### src/rtl/demux1to8_deser_cgrundey.sv
// demux1to8_deser_cgrundey
//   Receive side of the 8-to-1 serial mux link. Each enabled bit is steered by
//   an internal select counter into a hold register. A completed word appears
//   on the registered demux_out bus together with a one-cycle data_valid
//   strobe.
//
//   Optional feature macro: DEMUX_PARITY_EN
//     When defined, each frame carries one extra even-parity bit after the
//     data. The result of the parity check is reported on parity_err.
//
//   state    | meaning
//   ---------+-----------------------------------------------------------
//   IDLE     | waiting for enable&sync to start a frame, select = 0
//   CAPTURE  | collecting bits 1..WIDTH-1, select = next bit position
//   PARITY   | (DEMUX_PARITY_EN only) waiting for the trailing parity bit
module demux1to8_deser_cgrundey #(
  parameter int  WIDTH     = 8,
  parameter bit  MSB_FIRST = 1'b0,
  localparam int SEL_W     = (WIDTH > 1) ? $clog2(WIDTH) : 1
) (
  input  logic             clk,
  input  logic             rst_n,
  input  logic             enable,
  input  logic             sync,
  input  logic             demux_in,
  output logic [WIDTH-1:0] demux_out,
  output logic             data_valid,
  output logic [SEL_W-1:0] select,
  output logic             busy,
  output logic             frame_err
`ifdef DEMUX_PARITY_EN
  ,
  output logic             parity_err
`endif
);

  localparam logic [1:0] ST_IDLE    = 2'd0;
  localparam logic [1:0] ST_CAPTURE = 2'd1;
`ifdef DEMUX_PARITY_EN
  localparam logic [1:0] ST_PARITY  = 2'd2;
`endif

  localparam logic [SEL_W-1:0] SEL_ONE  = SEL_W'(1);
  localparam logic [SEL_W-1:0] SEL_LAST = SEL_W'(WIDTH - 1);

  logic [1:0]       state_q;
  logic [1:0]       state_d;
  logic [WIDTH-1:0] word_q;
  logic [WIDTH-1:0] word_d;
  logic [WIDTH-1:0] word_ins;
  logic [WIDTH-1:0] word_start;
  logic [WIDTH-1:0] out_d;
  logic [SEL_W-1:0] sel_d;
  logic             valid_d;
  logic             err_d;
`ifdef DEMUX_PARITY_EN
  logic             par_d;
`endif

  // Map a frame position to its bit index in the output word.
  function automatic logic [SEL_W-1:0] bit_pos(input logic [SEL_W-1:0] p);
    return MSB_FIRST ? (SEL_LAST - p) : p;
  endfunction

  // Candidate words: the current bit inserted at select, or a fresh frame
  // that starts with the current bit at position 0.
  always_comb begin
    word_ins                   = word_q;
    word_ins[bit_pos(select)]  = demux_in;
    word_start                 = '0;
    word_start[bit_pos('0)]    = demux_in;
  end

  // Next-state and datapath decisions.
  always_comb begin
    state_d = state_q;
    word_d  = word_q;
    sel_d   = select;
    out_d   = demux_out;
    valid_d = 1'b0;
    err_d   = 1'b0;
`ifdef DEMUX_PARITY_EN
    par_d   = parity_err;
`endif
    case (state_q)
      ST_IDLE: begin
        if (enable && sync) begin
          word_d  = word_start;
          sel_d   = SEL_ONE;
          state_d = ST_CAPTURE;
        end
      end
      ST_CAPTURE: begin
        if (enable) begin
          if (sync) begin
            // A new sync mid-frame abandons the partial word; the current bit
            // becomes bit 0 of the next frame.
            err_d  = 1'b1;
            word_d = word_start;
            sel_d  = SEL_ONE;
          end else if (select == SEL_LAST) begin
            word_d = word_ins;
            sel_d  = '0;
`ifdef DEMUX_PARITY_EN
            state_d = ST_PARITY;
`else
            out_d   = word_ins;
            valid_d = 1'b1;
            state_d = ST_IDLE;
`endif
          end else begin
            word_d = word_ins;
            sel_d  = select + SEL_ONE;
          end
        end
      end
`ifdef DEMUX_PARITY_EN
      ST_PARITY: begin
        if (enable) begin
          if (sync) begin
            err_d   = 1'b1;
            word_d  = word_start;
            sel_d   = SEL_ONE;
            state_d = ST_CAPTURE;
          end else begin
            // Even parity: data bits plus parity bit must XOR to zero.
            out_d   = word_q;
            valid_d = 1'b1;
            par_d   = ^{word_q, demux_in};
            state_d = ST_IDLE;
          end
        end
      end
`endif
      default: begin
        state_d = ST_IDLE;
        sel_d   = '0;
      end
    endcase
  end

  // State, hold register, select counter and registered outputs.
  always_ff @(posedge clk or negedge rst_n) begin
    if (!rst_n) begin
      state_q    <= ST_IDLE;
      word_q     <= '0;
      select     <= '0;
      demux_out  <= '0;
      data_valid <= 1'b0;
      frame_err  <= 1'b0;
`ifdef DEMUX_PARITY_EN
      parity_err <= 1'b0;
`endif
    end else begin
      state_q    <= state_d;
      word_q     <= word_d;
      select     <= sel_d;
      demux_out  <= out_d;
      data_valid <= valid_d;
      frame_err  <= err_d;
`ifdef DEMUX_PARITY_EN
      parity_err <= par_d;
`endif
    end
  end

  // busy comes straight from the state register, so reset clears it at once.
  assign busy = (state_q != ST_IDLE);

endmodule

### config.mk
export PLATFORM = sky130hd
export DESIGN_NAME = demux1to8_deser_cgrundey
export DESIGN_NICKNAME = d
export VERILOG_FILES = /design/src/rtl/demux1to8_deser_cgrundey.sv
export SDC_FILE = /design/constraint.sdc
export NUM_CORES = 1
export LEC_CHECK = 0
export CAP_MARGIN = 20
export CORE_MARGIN = 5
export CORE_UTILIZATION = 40
export CTS_BUF_LIST = sky130_fd_sc_hd__clkbuf_4
export DETAILED_ROUTE_END_ITERATION = 12
export PLACE_DENSITY_LB_ADDON = 0.1
export SETUP_SLACK_MARGIN = 0.05
export SYNTH_ARGS = -nofsm -noshare
export SYNTH_HDL_FRONTEND = slang
export SYNTH_SLANG_ARGS = --single-unit
### constraint.sdc
create_clock -name clk -period 1.7 [get_ports clk]
set_clock_uncertainty 0.05 [all_clocks]
set_input_delay 0.34 -clock clk [delete_from_list [all_inputs] [get_ports clk]]
set_output_delay 0.34 -clock clk [all_outputs]
set_load 0.01 [all_outputs]
==> insert_results.sql <==
INSERT INTO impl_metrics (metric_group, metric, value, unit) VALUES
('power_and_ir_drop', 'power_switching', '0.000582', 'W'),
('floorplan', 'die_w', '64.5', 'um'),
('power_and_ir_drop', 'totalPowerFinal', '0.00180', 'W'),
('final_layout', 'fin_nets', '144', ''),
('yosys', 'postSynthRegisterBits', '22', ''),
('timing', 'rsz_0062_raised_after_global_routing', 'false', ''),
('placed_design', 'dp_cells', '159', ''),
('worst_setup_path', 'critical-path-max-stage-delay', '530', 'ps'),
('floorplan', 'die_h', '64.5', 'um'),
('final_layout', 'finalNonFillerCells', '167', ''),
('floorplan', 'fp.dieArea', '4160', 'um^2'),
('yosys', 'synth.cells.most_frequent', 'sky130_fd_sc_hd__dfrtp_1 (22), sky130_fd_sc_hd__o21ai_1 (11), sky130_fd_sc_hd__nand2_1 (9)', ''),
('placed_design', 'post_dp_cell_area', '1440', 'um^2'),
('worst_setup_path', 'ff2ff_setup_slack', '150', 'ps'),
('final_layout', 'antennaDiodeCount', '0', ''),
('placed_design', 'detailed_place_hpwl', '1680', 'um'),
('final_layout', 'synthToLayoutAreaGrowth', '29.5', '%'),
('power_and_ir_drop', 'power.sequential.fraction', '0.378', ''),
('yosys', 'post_synth_num_cell_types', '34', ''),
('global_routing', 'grt_max_degree', '23', ''),
('power_and_ir_drop', 'intPower', '0.00122', 'W'),
('floorplan', 'top_level_ports', '19', ''),
('worst_setup_path', 'timing_worst_setup_path_type', 'reg2out', ''),
('yosys', 'netlist_area', '1190', 'um^2'),
('global_routing', 'grt_first_pass_wirelength', '4290', 'um'),
('yosys', 'synth.area.mux_share', '0.0717', ''),
('clock_network', 'cts_inserted_buffers', '3', ''),
('worst_setup_path', 'worst-path-buf-inv', '1', ''),
('routing', 'route.detailed.vias_per_inst', '5.54', ''),
('timing', 'timing.final.hold_violations', '0', ''),
('global_routing', 'grt.overflow.total', '0', ''),
('yosys', 'post_synth_main_area_contributors', 'sky130_fd_sc_hd__dfrtp_1 (46%), sky130_fd_sc_hd__mux2i_1 (5.9%), sky130_fd_sc_hd__a22o_1 (5.2%)', ''),
('worst_setup_path', 'critical_path.top_delay_family', 'buffers and inverters', ''),
('worst_setup_path', 'critical_path.endpoint_type', 'primary output', ''),
('worst_setup_path', 'timing.rr.start', 'select[0]', ''),
('final_layout', 'final_cell_area', '1540', 'um^2'),
('clock_network', 'ctsHtreeMaxLevel', '1', ''),
('timing', 'max_freq', '625', 'MHz'),
('yosys', 'yosys.area_share.xor_xnor', '0', ''),
('timing', 'worst_slew_pin_slew', '322', 'ps'),
('yosys', 'synth_cells', '109', ''),
('power_and_ir_drop', 'max-vdd-ir-drop', '0.000764', 'V'),
('timing', 'final_period_minus_worst_setup_slack', '1600', 'ps'),
('timing', 'setup_ws', '101', 'ps'),
('yosys', 'yosysTopAreaCellShare', '0.464', ''),
('timing', 'setup_viol', '0', ''),
('yosys', 'async_flop_share', '1.00', ''),
('floorplan', 'floorplan.initialDensity', '0.423', ''),
('flow_run', 'max_cap_viol_count', '0', ''),
('yosys', 'yosys.area_share.adder', '0.0211', ''),
('worst_setup_path', 'cells_along_the_critical_path', 'clkdlybuf4s50_1', ''),
('routing', 'detail_route.wl_per_cell', '14.8', 'um'),
('worst_setup_path', 'critical_path.max_fanout', '2', ''),
('yosys', 'syn_nets', '116', ''),
('clock_network', 'cts_tree', 'yes', ''),
('global_routing', 'number_of_antenna_violations_at_the_first_check_in_global_routing', '0', ''),
('worst_setup_path', 'startpoint_type', 'flop', ''),
('routing', 'detail_route.iter0.violations', '34', ''),
('placed_design', 'port_buffers', '18', ''),
('timing', 'final.period_utilization', '0.941', ''),
('power_and_ir_drop', 'power_frac_comb', '0.397', ''),
('power_and_ir_drop', 'power.clock.fraction', '0.226', ''),
('run_status', 'run_status', 'finished clean', ''),
('yosys', 'post_synth.cell_area_avg', '10.9', 'um^2'),
('yosys', 'synthesis.yosys.warnings', '0', ''),
('power_and_ir_drop', 'power.density', '1170', 'nW/um^2'),
('global_routing', 'global_route.usage.total', '0.131', ''),
('power_and_ir_drop', 'leakagePower', '0.833', 'nW'),
('placed_design', 'gpl.final_weighted_congestion', '0.707', ''),
('worst_setup_path', 'slowest_cell_on_the_critical_path', 'sky130_fd_sc_hd__clkdlybuf4s50_1', ''),
('clock_network', 'skew_pair_late_insertion_delay', '310', 'ps');
-- placed cells by master, fill, tap and decap left out, types with 2 or more instances in the layout --
cell type | netlist | final
sky130_fd_sc_hd__dlymetal6s2s_1 | 0 | 7
sky130_fd_sc_hd__a32oi_1 | 2 | 2
sky130_fd_sc_hd__nand3b_1 | 3 | 3
sky130_fd_sc_hd__o21ai_0 | 3 | 3
sky130_fd_sc_hd__ha_1 | 2 | 2
sky130_fd_sc_hd__a22o_1 | 7 | 7
sky130_fd_sc_hd__nor2_1 | 2 | 2
sky130_fd_sc_hd__o21ai_1 | 11 | 11
sky130_fd_sc_hd__and4b_1 | 2 | 2
sky130_fd_sc_hd__dfrtp_1 | 22 | 22
sky130_fd_sc_hd__clkbuf_4 | 0 | 3
sky130_fd_sc_hd__o22ai_1 | 3 | 3
sky130_fd_sc_hd__buf_4 | 5 | 14
sky130_fd_sc_hd__nand2_1 | 9 | 9
sky130_fd_sc_hd__clkdlybuf4s50_1 | 0 | 10
sky130_fd_sc_hd__and4bb_1 | 2 | 2
sky130_fd_sc_hd__inv_1 | 5 | 5
sky130_fd_sc_hd__mux2i_1 | 7 | 7
sky130_fd_sc_hd__nor3b_1 | 2 | 2
-- power by group through the flow --
stage	Clock [W]	Combinational, W	Sequential [W]
3_3_place_gp	0	0.000690	0.000692
3_5_place_dp	0	0.000703	0.000696
2_1_floorplan	0	0.000477	0.000708
6_report	0.000407	0.000714	0.000680
4_1_cts	0.000422	0.000725	0.000681
5_1_grt	0.000438	0.000790	0.000696
-- state kept, by name, summed over array words and instances, names as in the netlist --
signal      count
frame_err       1
data_valid      1
state_q         1
select          3
word_q          8
demux_out       8
-- area by class of cell --
type / count / area (um^2)
clock buffer: 3 / 22.5
clock inverter: 1 / 30.0
fill: 260 / 1270
inverter: 5 / 18.8
multi-input combinational: 71 / 544
sequential: 22 / 551
tap: 31 / 38.8
timing repair buffer: 34 / 333
-- cell families (layout without fill, tap and decap cells) --
group,after synthesis,count (layout)
muxes,8,8
adders and majority gates,2,2
buffers and inverters,16,43
AOI/OAI and AO/OA,31,31
DFF,22,22
and+or+nand+nor,30,30
-- stage by stage --
step,util,hold WS (ps)
after floorplan,-,-5.59
after global placement,0.512,423
after detailed placement,0.512,425
after CTS,0.535,318
after global routing,0.548,325
final,0.548,314
-- final timing paths --
path | to | cells after the start
min | demux_out[2] | 2
min in group clk | demux_out[5] | 2
max | demux_out[6] | 1
max reg2reg | demux_out[1] | 6
max in group asynchronous | select[1] | 2
min reg2reg | demux_out[5] | 2
-- timing repair --
item / CTS / global route
gates resized for setup: 1 / 8
setup buffers: 2 / 2
endpoints found under the setup margin: 3 / 9
-- metal layers --
layer	GRT usage	routed length, um
met3	0.0415	120
met2	0.216	1160
met1	0.166	1160
met4	0.0369	39
met5	0	0
No activity file was read; power rests on OpenSTA's default activity.
